==> config.mk <==
export PLATFORM = sky130hd
export DESIGN_NAME = serial_adder
export DESIGN_NICKNAME = d
export VERILOG_FILES = /design/src/rtl/serial_adder.sv
export SDC_FILE = /design/constraint.sdc
export NUM_CORES = 1
export LEC_CHECK = 0
export CORE_MARGIN = 4
export CORE_UTILIZATION = 45
export CTS_CLUSTER_SIZE = 8
export DETAILED_ROUTE_END_ITERATION = 8
export PLACE_DENSITY = 0.82
export SYNTH_ARGS = -nofsm -noshare
export SYNTH_HDL_FRONTEND = slang
export SYNTH_SLANG_ARGS = --single-unit
==> constraint.sdc <==
create_clock -name clk -period 1.3 [get_ports clk]
set_input_delay 0.26 -clock clk [delete_from_list [all_inputs] [get_ports clk]]
set_output_delay 0.26 -clock clk [all_outputs]
set_load 0.1 [all_outputs]
==> src/rtl/serial_adder.sv <==
`default_nettype none
// ============================================================================
// Module      : serial_adder
// Description : Bit-serial adder, LSB-first through one full-adder cell and a
//               carry flop, with valid/ready handshakes on input and output.
//               Define SERIAL_ADD_OVF_EN to add the signed-overflow port ovf.
// Revision    : 1.0 - initial release
// ============================================================================
module serial_adder #(
    parameter int WIDTH = 8
) (
    input  logic             clk,
    input  logic             rst_n,
    input  logic             in_valid,
    output logic             in_ready,
    input  logic [WIDTH-1:0] a,
    input  logic [WIDTH-1:0] b,
    input  logic             cin,
    output logic             out_valid,
    input  logic             out_ready,
    output logic [WIDTH-1:0] sum,
    output logic             cout
`ifdef SERIAL_ADD_OVF_EN
    ,
    output logic             ovf
`endif
);

    localparam int CW = $clog2(WIDTH);
    localparam logic [CW-1:0] LAST = CW'(WIDTH - 1);

    localparam logic [1:0] IDLE  = 2'd0;
    localparam logic [1:0] SHIFT = 2'd1;
    localparam logic [1:0] DONE  = 2'd2;

    logic [1:0]       state;
    logic [WIDTH-1:0] a_sh;
    logic [WIDTH-1:0] b_sh;
    logic             carry;
    logic [CW-1:0]    cnt;
    logic             s_bit;
    logic             c_next;
    logic             last_bit;

    // Single full-adder cell shared by every bit position
    assign s_bit    = a_sh[0] ^ b_sh[0] ^ carry;
    assign c_next   = (a_sh[0] & b_sh[0]) | (carry & (a_sh[0] ^ b_sh[0]));
    assign last_bit = (cnt == LAST);

    assign in_ready  = (state == IDLE);
    assign out_valid = (state == DONE);

    always_ff @(posedge clk or negedge rst_n) begin
        if (!rst_n) begin
            state <= IDLE;
            a_sh  <= '0;
            b_sh  <= '0;
            carry <= 1'b0;
            cnt   <= '0;
            sum   <= '0;
            cout  <= 1'b0;
        end else begin
            case (state)
                IDLE: begin
                    if (in_valid) begin
                        a_sh  <= a;
                        b_sh  <= b;
                        carry <= cin;
                        cnt   <= '0;
                        state <= SHIFT;
                    end
                end
                SHIFT: begin
                    a_sh  <= a_sh >> 1;
                    b_sh  <= b_sh >> 1;
                    carry <= c_next;
                    sum   <= {s_bit, sum[WIDTH-1:1]};
                    // Counter returns to zero on the last bit instead of wrapping
                    if (last_bit) begin
                        cnt   <= '0;
                        cout  <= c_next;
                        state <= DONE;
                    end else begin
                        cnt <= cnt + CW'(1);
                    end
                end
                DONE: begin
                    if (out_ready) begin
                        state <= IDLE;
                    end
                end
                default: state <= IDLE;
            endcase
        end
    end

`ifdef SERIAL_ADD_OVF_EN
    // Carry into the MSB is the flop value on the final edge
    always_ff @(posedge clk or negedge rst_n) begin
        if (!rst_n) begin
            ovf <= 1'b0;
        end else if (state == SHIFT && last_bit) begin
            ovf <= carry ^ c_next;
        end
    end
`endif

endmodule
`default_nettype wire

==> flow_summary.toml, run 1 <==
[run_status]
outcome = "finished, violations left"
violations = "negative setup slack"

[synthesis]
synth_warnings = 0
synth_cells = 149
syn_area_per_cell_sq_um = 9.892
ys_seq_elements = 31
netlist_area_sq_um = 1474
yosysUniqueCellTypes = 23
syn_nets = 173
yosysSeqAreaShare_pct = 52.63

[worst_setup_path]
critPathKind = "reg2out"
required_ns = 1.04
setup.worst_path.end_class = "primary output"
cpPeakStageDelay_ns = 0.40
crit_arrival_ns = 1.21
critPathMaxFanout = 3
crit_path_start_kind = "flip-flop"
crit_slowest_cell = "dfrtp_1"
crit_chain = "buf_6 -> nor2_4 -> buf_12"

[worst_hold_path]
min_path_type = "in2async"

[grt]
antenna_found_initial = 0
overflow = 0
grt_max_degree = 32
grt.total_usage_pct = 18.62
grt_pass1_vias = 1326
grt_pass1_wl_microns = 6037

[sta]
rsz0062_at_grt = "true"
finalHoldViolCount = 0
fmax_mhz = 678.2
layout_min_cycle_time_ns = 1.475
post-route-period-util_pct = 113.4
hold_slack_ns = 0.2714
tightest_slew_ns = 0.3098
fin_skew_ns = 0.01316
final-setup-viol-count = 6
drv_slew = 0
fin_tns_setup_ns = -0.3969
max-slew-margin-rel_pct = 79.31
finalWorstSetupSlack_ns = -0.1745

[place]
place_inst = 224
gp_congestion = 0.7654
hpwlAfterDp_microns = 2430
port_buffers = 31

[routing]
route.met2.wl_microns = 2093
drtIter0Drc = 44
vias = 1289
drtPass1Iterations = 4
met3WireLength_microns = 192
ant_nets = 0
vias_per_cell = 5.439
routed.top_layer = "met4"
routed_wl_microns = 3840
drcViolationCount = 0
wl_met1_microns = 1479
wl_per_cell_microns = 16.20

[die]
die_x_microns = 65.23
io_pins = 32
die_y_microns = 65.23
initial_core_util_pct = 47.50
coreArea_sq_um = 3103
die_area_sq_um = 4255
rows = 20

[layout]
syn_to_final_growth_pct = 50.68
diodes = 0
nets = 216
final_layout_size_suffix_gt1_share_pct = 31.61
final_util_pct = 71.57
fillerInstances = 244
fin_cells = 237

[clock_tree]
cts_buffers = 5
htreeDepth = 2
clockRootBuffer = "clkbuf_4"
cts.sinks = 31
cts_tree = "built"
clk_pin_slew_worst_paths_ns = 0.11
clk_latency_ns = 0.34
cts_buffer_depth = 2

[power_and_ir_drop]
total_power_mw = 6.007
peakVddDrop_v = 0.001030
p_leak_nw = 0.9529
power.density_nw_per_um2 = 2705

[job]
max_cap_violations = 0
[cells in the mapped netlist]
master	count	share of area (%)
nor3_2	3	2.0
a22o_1	2	1.2
inv_2	1	0.25
o32ai_1	7	4.2
fa_1	1	1.4
o22ai_1	15	6.4
inv_1	1	0.25
mux2_1	1	0.76
nor2_1	11	2.8
a21o_1	1	0.51
buf_6	5	3.8
nand2_1	28	7.1
or2_2	1	0.42
dfrtp_1	31	53
o31ai_1	1	0.51
ha_1	2	1.7
nand2b_1	1	0.42
nor2b_1	2	0.85
nand2b_4	1	0.93
nor3_1	22	7.5
o21ai_0	4	1.4
mux2i_1	1	0.68
buf_2	7	2.4
[layout by cell type (no fill, tap or decap), drive strengths merged]
| cell type | Yosys | final |
|---|---|---|
| dfrtp | 31 | 31 |
| nand2 | 28 | 28 |
| buf | 12 | 27 |
| nor3 | 25 | 25 |
| clkdlybuf4s50 | 0 | 19 |
| o22ai | 15 | 15 |
| nor2 | 11 | 11 |
| o32ai | 7 | 7 |
| clkbuf | 0 | 5 |
| o21ai | 4 | 4 |
| clkinv | 0 | 3 |
| nand2b | 2 | 3 |
| nor2b | 2 | 2 |
| a22o | 2 | 2 |
| inv | 2 | 2 |
| ha | 2 | 2 |
| mux2 | 1 | 1 |
| o31ai | 1 | 1 |
| or2 | 1 | 1 |
| a21o | 1 | 1 |
| mux2i | 1 | 1 |
| fa | 1 | 1 |
| dlymetal6s2s | 0 | 1 |
[state kept, by name (all words and copies together) (netlist names)]
register / count
state: 2
carry: 1
sum: 8
cnt: 3
a_sh: 8
cout: 1
b_sh: 8
[worst paths after layout]
check | from | to | slack (ns) | cells after the start
max in group asynchronous | rst_n | state[0]$_DFFE_PN0P_ | 0.85 | 2
min | rst_n | sum[3]$_DFFE_PN0N_ | 0.27 | 2
max reg2reg | state[1]$_DFFE_PN0P_ | carry$_DFFE_PN0P_ | -0.03 | 5
min in group clk | a[7] | a_sh[7]$_DFFE_PN0P_ | 0.48 | 3
max | state[1]$_DFFE_PN0P_ | in_ready | -0.17 | 3
min reg2reg | b_sh[3]$_DFFE_PN0P_ | b_sh[2]$_DFFE_PN0P_ | 0.56 | 2
[metal layers]
metal	up-vias	global-route usage, %
li1	621	-
met1	620	20.78
met2	37	33.50
met3	11	3.419
met4	0	9.585
met5	-	0
[worst max-delay path: cells and delay by family, from the launching register on]
family,cells,cell delay [ns]
simple gates,1,0.14
flops,1,0.40
buf+inv,2,0.32
[metrics by stage]
| step | setup slack [ns] | cell area, sq um |
|---|---|---|
| CTS | -0.1683 | 2105 |
| global route | -0.2095 | 2221 |
| floorplan | -0.07786 | 1506 |
| finish | -0.1745 | 2221 |
| global placement | -0.1618 | 1993 |
| detailed placement | -0.2216 | 1993 |
[power by group]
group	internal (mW)	total, mW	switching [mW]
logic	1.47	3.59	2.12
registers	1.42	1.86	0.449
clock network	0.201	0.554	0.353
total	3.09	6.01	2.92
[cell families (layout without fill, tap and decap cells)]
family	Yosys count	in the layout	synth area share (%)
and+or+nand+nor	69	70	22.07
buffers and inverters	14	57	6.705
muxes	2	2	1.443
adders and majority gates	3	3	3.056
AOI/OAI and AO/OA	30	30	14.09
DFF	31	31	52.63
[area by class of cell]
type | count | area [sq um] | area share [%]
flip-flops and latches | 31 | 777.0 | 34.99
multi-input cells | 105 | 740.7 | 33.35
inverters | 2 | 12.51 | 0.5634
clock inverters | 3 | 15.01 | 0.6761
clock buffers | 5 | 37.54 | 1.690
repair buffers | 47 | 583.1 | 26.25
well taps | 44 | 55.05 | 2.479
[timing repair]
item / 4_1_cts / 5_1_grt
pin swaps: 1 / 3
cloned: 0 / 1
setup buffers: 3 / 1
resized for setup: 8 / 18
setup endpoints to repair: 3 / 23
hold buffers: 0 / 0
endpoints found under the hold margin: 0 / 0
Power figures use the tool's default switching activity.
==> run 2, diff against run 1 <==
--- a/config.mk
+++ b/config.mk
@@ -6,10 +6,10 @@
 export NUM_CORES = 1
 export LEC_CHECK = 0
 export CORE_MARGIN = 4
-export CORE_UTILIZATION = 45
+export CORE_UTILIZATION = 40
 export CTS_CLUSTER_SIZE = 8
 export DETAILED_ROUTE_END_ITERATION = 8
-export PLACE_DENSITY = 0.82
+export PLACE_DENSITY = 0.72
 export SYNTH_ARGS = -nofsm -noshare
 export SYNTH_HDL_FRONTEND = slang
 export SYNTH_SLANG_ARGS = --single-unit
==> constraint.sdc (replaced) <==
create_clock -name clk -period 1.75 [get_ports clk]
set_input_delay 0.35 -clock clk [delete_from_list [all_inputs] [get_ports clk]]
set_output_delay 0.35 -clock clk [all_outputs]
set_load 0.1 [all_outputs]
==> flow_summary.toml, run 2 (synthesis results as in run 1) <==
[job]
max_cap_violations = 0

[worst_setup_path]
crit_path_start_kind = "flip-flop"
path_buf_inv = 2
critPathTopFamily = "flip-flops"
required_ns = 1.40
crit_chain = "inv_2 -> nor2_2 -> buf_12"
cpPeakStageDelay_ns = 0.51
critPathMaxFanout = 9
crit_arrival_ns = 1.24
setup.worst_path.end_class = "primary output"
critPathKind = "reg2out"
crit_slowest_cell = "dfrtp_1"

[clock_tree]
clk_pin_slew_worst_paths_ns = 0.06
cts_hold_buffers = 0
cts_tree = "built"
cts_buffers = 5
post_cts_resized = 0
clockRootBuffer = "clkbuf_8"
cts_buffer_depth = 2
cts.sinks = 31
postCtsSetupBuffers = 0
clk_latency_ns = 0.27
htreeDepth = 2

[layout]
multi_input_area_sq_um = 604.3
final_layout_size_suffix_gt1_share_pct = 19.02
fin_cells = 230
final-seq-area_sq_um = 775.7
syn_to_final_growth_pct = 37.10
design_area_sq_um = 2021
layout_common_cells = "31 x dfrtp_1, 28 x nand2_1, 22 x nor3_1"
reg_top3 = "a_sh: 8 flops, b_sh: 8 flops, sum: 8 flops"
mostFrequentLayoutCell = "dfrtp_1"
fillerInstances = 289
diodes = 0
nets = 208

[die]
die_area_sq_um = 4720
initial_core_util_pct = 42.82
die_y_microns = 68.70
coreArea_sq_um = 3442
die_x_microns = 68.70
io_pins = 32
rows = 21

[power_and_ir_drop]
power.density_nw_per_um2 = 2108
p_leak_nw = 0.8785
peakVddDrop_v = 0.0009978

[sta]
finalWorstSetupSlack_ns = 0.1556
tightest_slew_ns = 0.4101
rsz0062_at_grt = "false"
fmax_mhz = 627.2
max-slew-margin-rel_pct = 72.66
layout_min_cycle_time_ns = 1.594
drv_slew = 0
fin_tns_setup_ns = 0
finalHoldViolCount = 0
final-setup-viol-count = 0
fin_skew_ns = 0.005652
post-route-period-util_pct = 91.11

[routing]
ant_nets = 0
routed_wl_microns = 3281
vias_per_cell = 5.430
drtPass1Iterations = 4
wl_per_cell_microns = 14.27
vias = 1249
drtIter0Drc = 61
drcViolationCount = 0

[grt]
antenna_found_initial = 0
grt.total_usage_pct = 16.21
grt_pass1_wl_microns = 5720
overflow = 0
grt_max_degree = 32
grt_pass1_vias = 1267

[place]
hpwlAfterDp_microns = 2387
port_buffers = 31
place_ws_ns = 0.02152
place_inst = 223
dpl_cell_area_sq_um = 1933
gp_congestion = 0.8102

[worst_hold_path]
min_path_type = "in2async"

[run_status]
outcome = "completed"
==> run 2: layer usage <==
layer / GRT usage [%] / vias up / part of all wire (%) / wire length, microns
li1: - / 602 / - / -
met1: 20.39 / 600 / 45 / 1470
met2: 27.29 / 45 / 49 / 1599
met3: 4.214 / 2 / 5.9 / 192
met4: 4.866 / 0 / 0.58 / 19
met5: 0 / - / 0 / 0
==> run 2: cell type report <==
class	instances	area share, %
Multi-Input combinational cell	104	29.91
Clock inverter	1	0.2477
Clock buffer	6	4.087
Sequential cell	31	38.39
Tap cell	46	2.848
Inverter	2	0.3715
Timing Repair Buffer	40	24.15
==> run 2: per-stage QoR <==
stage	util (%)	hold slack, ns	total power, mW
5_1_grt	58.71	0.5183	4.549
6_report	58.71	0.4738	4.260
3_5_place_dp	56.16	0.4984	3.728
2_1_floorplan	-	0.05441	2.936
3_3_place_gp	56.16	0.4885	3.632
4_1_cts	58.71	0.4922	4.306
==> run 2: worst paths after layout <==
| check | startpoint | end | slack [ns] | cells past startpoint |
|---|---|---|---|---|
| min in group clk | cnt[2]$_DFFE_PN0P_ | cnt[2]$_DFFE_PN0P_ | 0.52 | 1 |
| max | state[1]$_DFFE_PN0P_ | out_valid | 0.16 | 3 |
| min reg2reg | cnt[2]$_DFFE_PN0P_ | cnt[2]$_DFFE_PN0P_ | 0.52 | 1 |
| min | rst_n | b_sh[1]$_DFFE_PN0P_ | 0.47 | 2 |
| max reg2reg | state[0]$_DFFE_PN0P_ | cout$_DFFE_PN0P_ | 0.35 | 3 |
| max in group asynchronous | rst_n | state[1]$_DFFE_PN0P_ | 0.99 | 2 |
==> run 2: report_power, final <==
part	internal, mW	switching (mW)
clock network	0.308	0.248
registers	1.05	0.335
logic	0.901	1.41
==> run 3, diff against run 2 <==
--- a/config.mk
+++ b/config.mk
@@ -5,7 +5,7 @@
 export SDC_FILE = /design/constraint.sdc
 export NUM_CORES = 1
 export LEC_CHECK = 0
-export CORE_MARGIN = 4
+export CORE_MARGIN = 5
 export CORE_UTILIZATION = 40
 export CTS_CLUSTER_SIZE = 8
 export DETAILED_ROUTE_END_ITERATION = 8
==> flow_summary.toml, run 3 (synthesis results as in run 1) <==
[run_status]
outcome = "completed"

[clock_tree]
cts_tree = "built"
cts_buffer_depth = 2
cts.sinks = 31
clockRootBuffer = "clkbuf_8"
postCtsSetupBuffers = 0
clk_pin_slew_worst_paths_ns = 0.07
post_cts_resized = 0
htreeDepth = 2
cts_buffers = 5
cts_hold_buffers = 0
clk_latency_ns = 0.29

[worst_hold_path]
min_path_type = "in2async"

[place]
gp_congestion = 0.8300
hpwlAfterDp_microns = 2524
place_ws_ns = 0.1263
port_buffers = 31

[grt]
grt_pass1_wl_microns = 5685
grt_max_degree = 32
grt.total_usage_pct = 14.46
grt_pass1_vias = 1220
overflow = 0
antenna_found_initial = 0

[worst_setup_path]
cpPeakStageDelay_ns = 0.51
reg2reg_from = "cnt[0]$_DFFE_PN0P_"
path_buf_inv = 2
required_ns = 1.40
setup.worst_path.end_class = "primary output"
critPathTopFamily = "flip-flops"
crit_slowest_cell = "dfrtp_1"
critPathKind = "reg2out"
startpoint = "state[1]$_DFFE_PN0P_"
crit_arrival_ns = 1.33
critPathMaxFanout = 9
crit_path_start_kind = "flip-flop"
crit_chain = "inv_2 -> nor2_2 -> buf_12"

[sta]
drv_slew = 0
fin_skew_ns = 0.006605
post-route-period-util_pct = 95.92
final-setup-viol-count = 0
layout_min_cycle_time_ns = 1.679
finalWorstSetupSlack_ns = 0.07147
tightest_slew_ns = 0.4179
hold_slack_ns = 0.4477
finalHoldViolCount = 0
rsz0062_at_grt = "false"
fmax_mhz = 595.8
max-slew-margin-rel_pct = 72.14

[routing]
drtIter0Drc = 46
vias = 1231
vias_per_cell = 5.306
met3WireLength_microns = 216
routed_wl_microns = 3399
route.met2.wl_microns = 1719
routed.top_layer = "met4"
drtPass1Iterations = 4
wl_per_cell_microns = 14.65
ant_nets = 0
wl_met1_microns = 1411
drcViolationCount = 0

[layout]
nets = 207
final_layout_size_suffix_gt1_share_pct = 18.48
diodes = 0
mostFrequentLayoutCell = "dfrtp_1"
reg_top3 = "a_sh: 8 flops, b_sh: 8 flops, sum: 8 flops"
layout_common_cells = "31 x dfrtp_1, 28 x nand2_1, 22 x nor3_1"
syn_to_final_growth_pct = 37.61

[power_and_ir_drop]
total_power_mw = 4.305
p_leak_nw = 0.8786
seq_power_share_pct = 32.4
peakVddDrop_v = 0.0006378
power.density_nw_per_um2 = 2123
p_int_mw = 2.302
clkPwrFrac_pct = 14.4
p_comb_share_pct = 53.3
p_sw_mw = 2.003
switching_share_pct = 46.53

[die]
io_pins = 32
die_x_microns = 70.70
die_y_microns = 70.70
rows = 22
coreArea_sq_um = 3606
initial_core_util_pct = 40.87
die_area_sq_um = 4998

[job]
max_cap_violations = 0
==> run 3: per-stage QoR <==
| stage | setup TNS, ns | instance area [sq um] | instances | util, % |
|---|---|---|---|---|
| after floorplan | -0.05639 | 1479 | 149 | - |
| after global placement | 0 | 1928 | 224 | 53.47 |
| after detailed placement | 0 | 1928 | 224 | 53.47 |
| after CTS | 0 | 2028 | 232 | 56.25 |
| after global routing | 0 | 2028 | 232 | 56.25 |
| final | 0 | 2028 | 232 | 56.25 |
==> run 3: worst paths after layout <==
path / endpoint / slack [ns] / cells past startpoint
max: out_valid / 0.07 / 3
min: sum[0]$_DFFE_PN0N_ / 0.45 / 2
max reg2reg: cout$_DFFE_PN0P_ / 0.37 / 4
min reg2reg: cnt[1]$_DFFE_PN0P_ / 0.51 / 1
max in group asynchronous: b_sh[1]$_DFFE_PN0P_ / 1.00 / 2
min in group clk: cnt[1]$_DFFE_PN0P_ / 0.51 / 1
==> run 3: cell type report <==
class	count	area (sq um)
Fill cell	320	1578
Multi-Input combinational cell	104	604.3
Sequential cell	31	775.7
Timing Repair Buffer	39	480.5
Inverter	2	7.507
Clock buffer	8	100.1
Tap cell	48	60.06
==> run 3: power by group through the flow <==
stage / clock (mW) / sequential, mW / combinational, mW
2_1_floorplan: 0 / 1.96 / 0.971
3_3_place_gp: 0 / 1.38 / 2.25
3_5_place_dp: 0 / 1.41 / 2.31
4_1_cts: 0.630 / 1.39 / 2.32
5_1_grt: 0.672 / 1.43 / 2.45
6_report: 0.620 / 1.39 / 2.29
==> run 3: per-layer routing <==
| metal | vias to the layer above | GRT usage [%] |
|---|---|---|
| met5 | - | 0 |
| met4 | 0 | 4.802 |
| met3 | 6 | 6.392 |
| met2 | 41 | 24.10 |
| met1 | 588 | 16.61 |
| li1 | 596 | - |
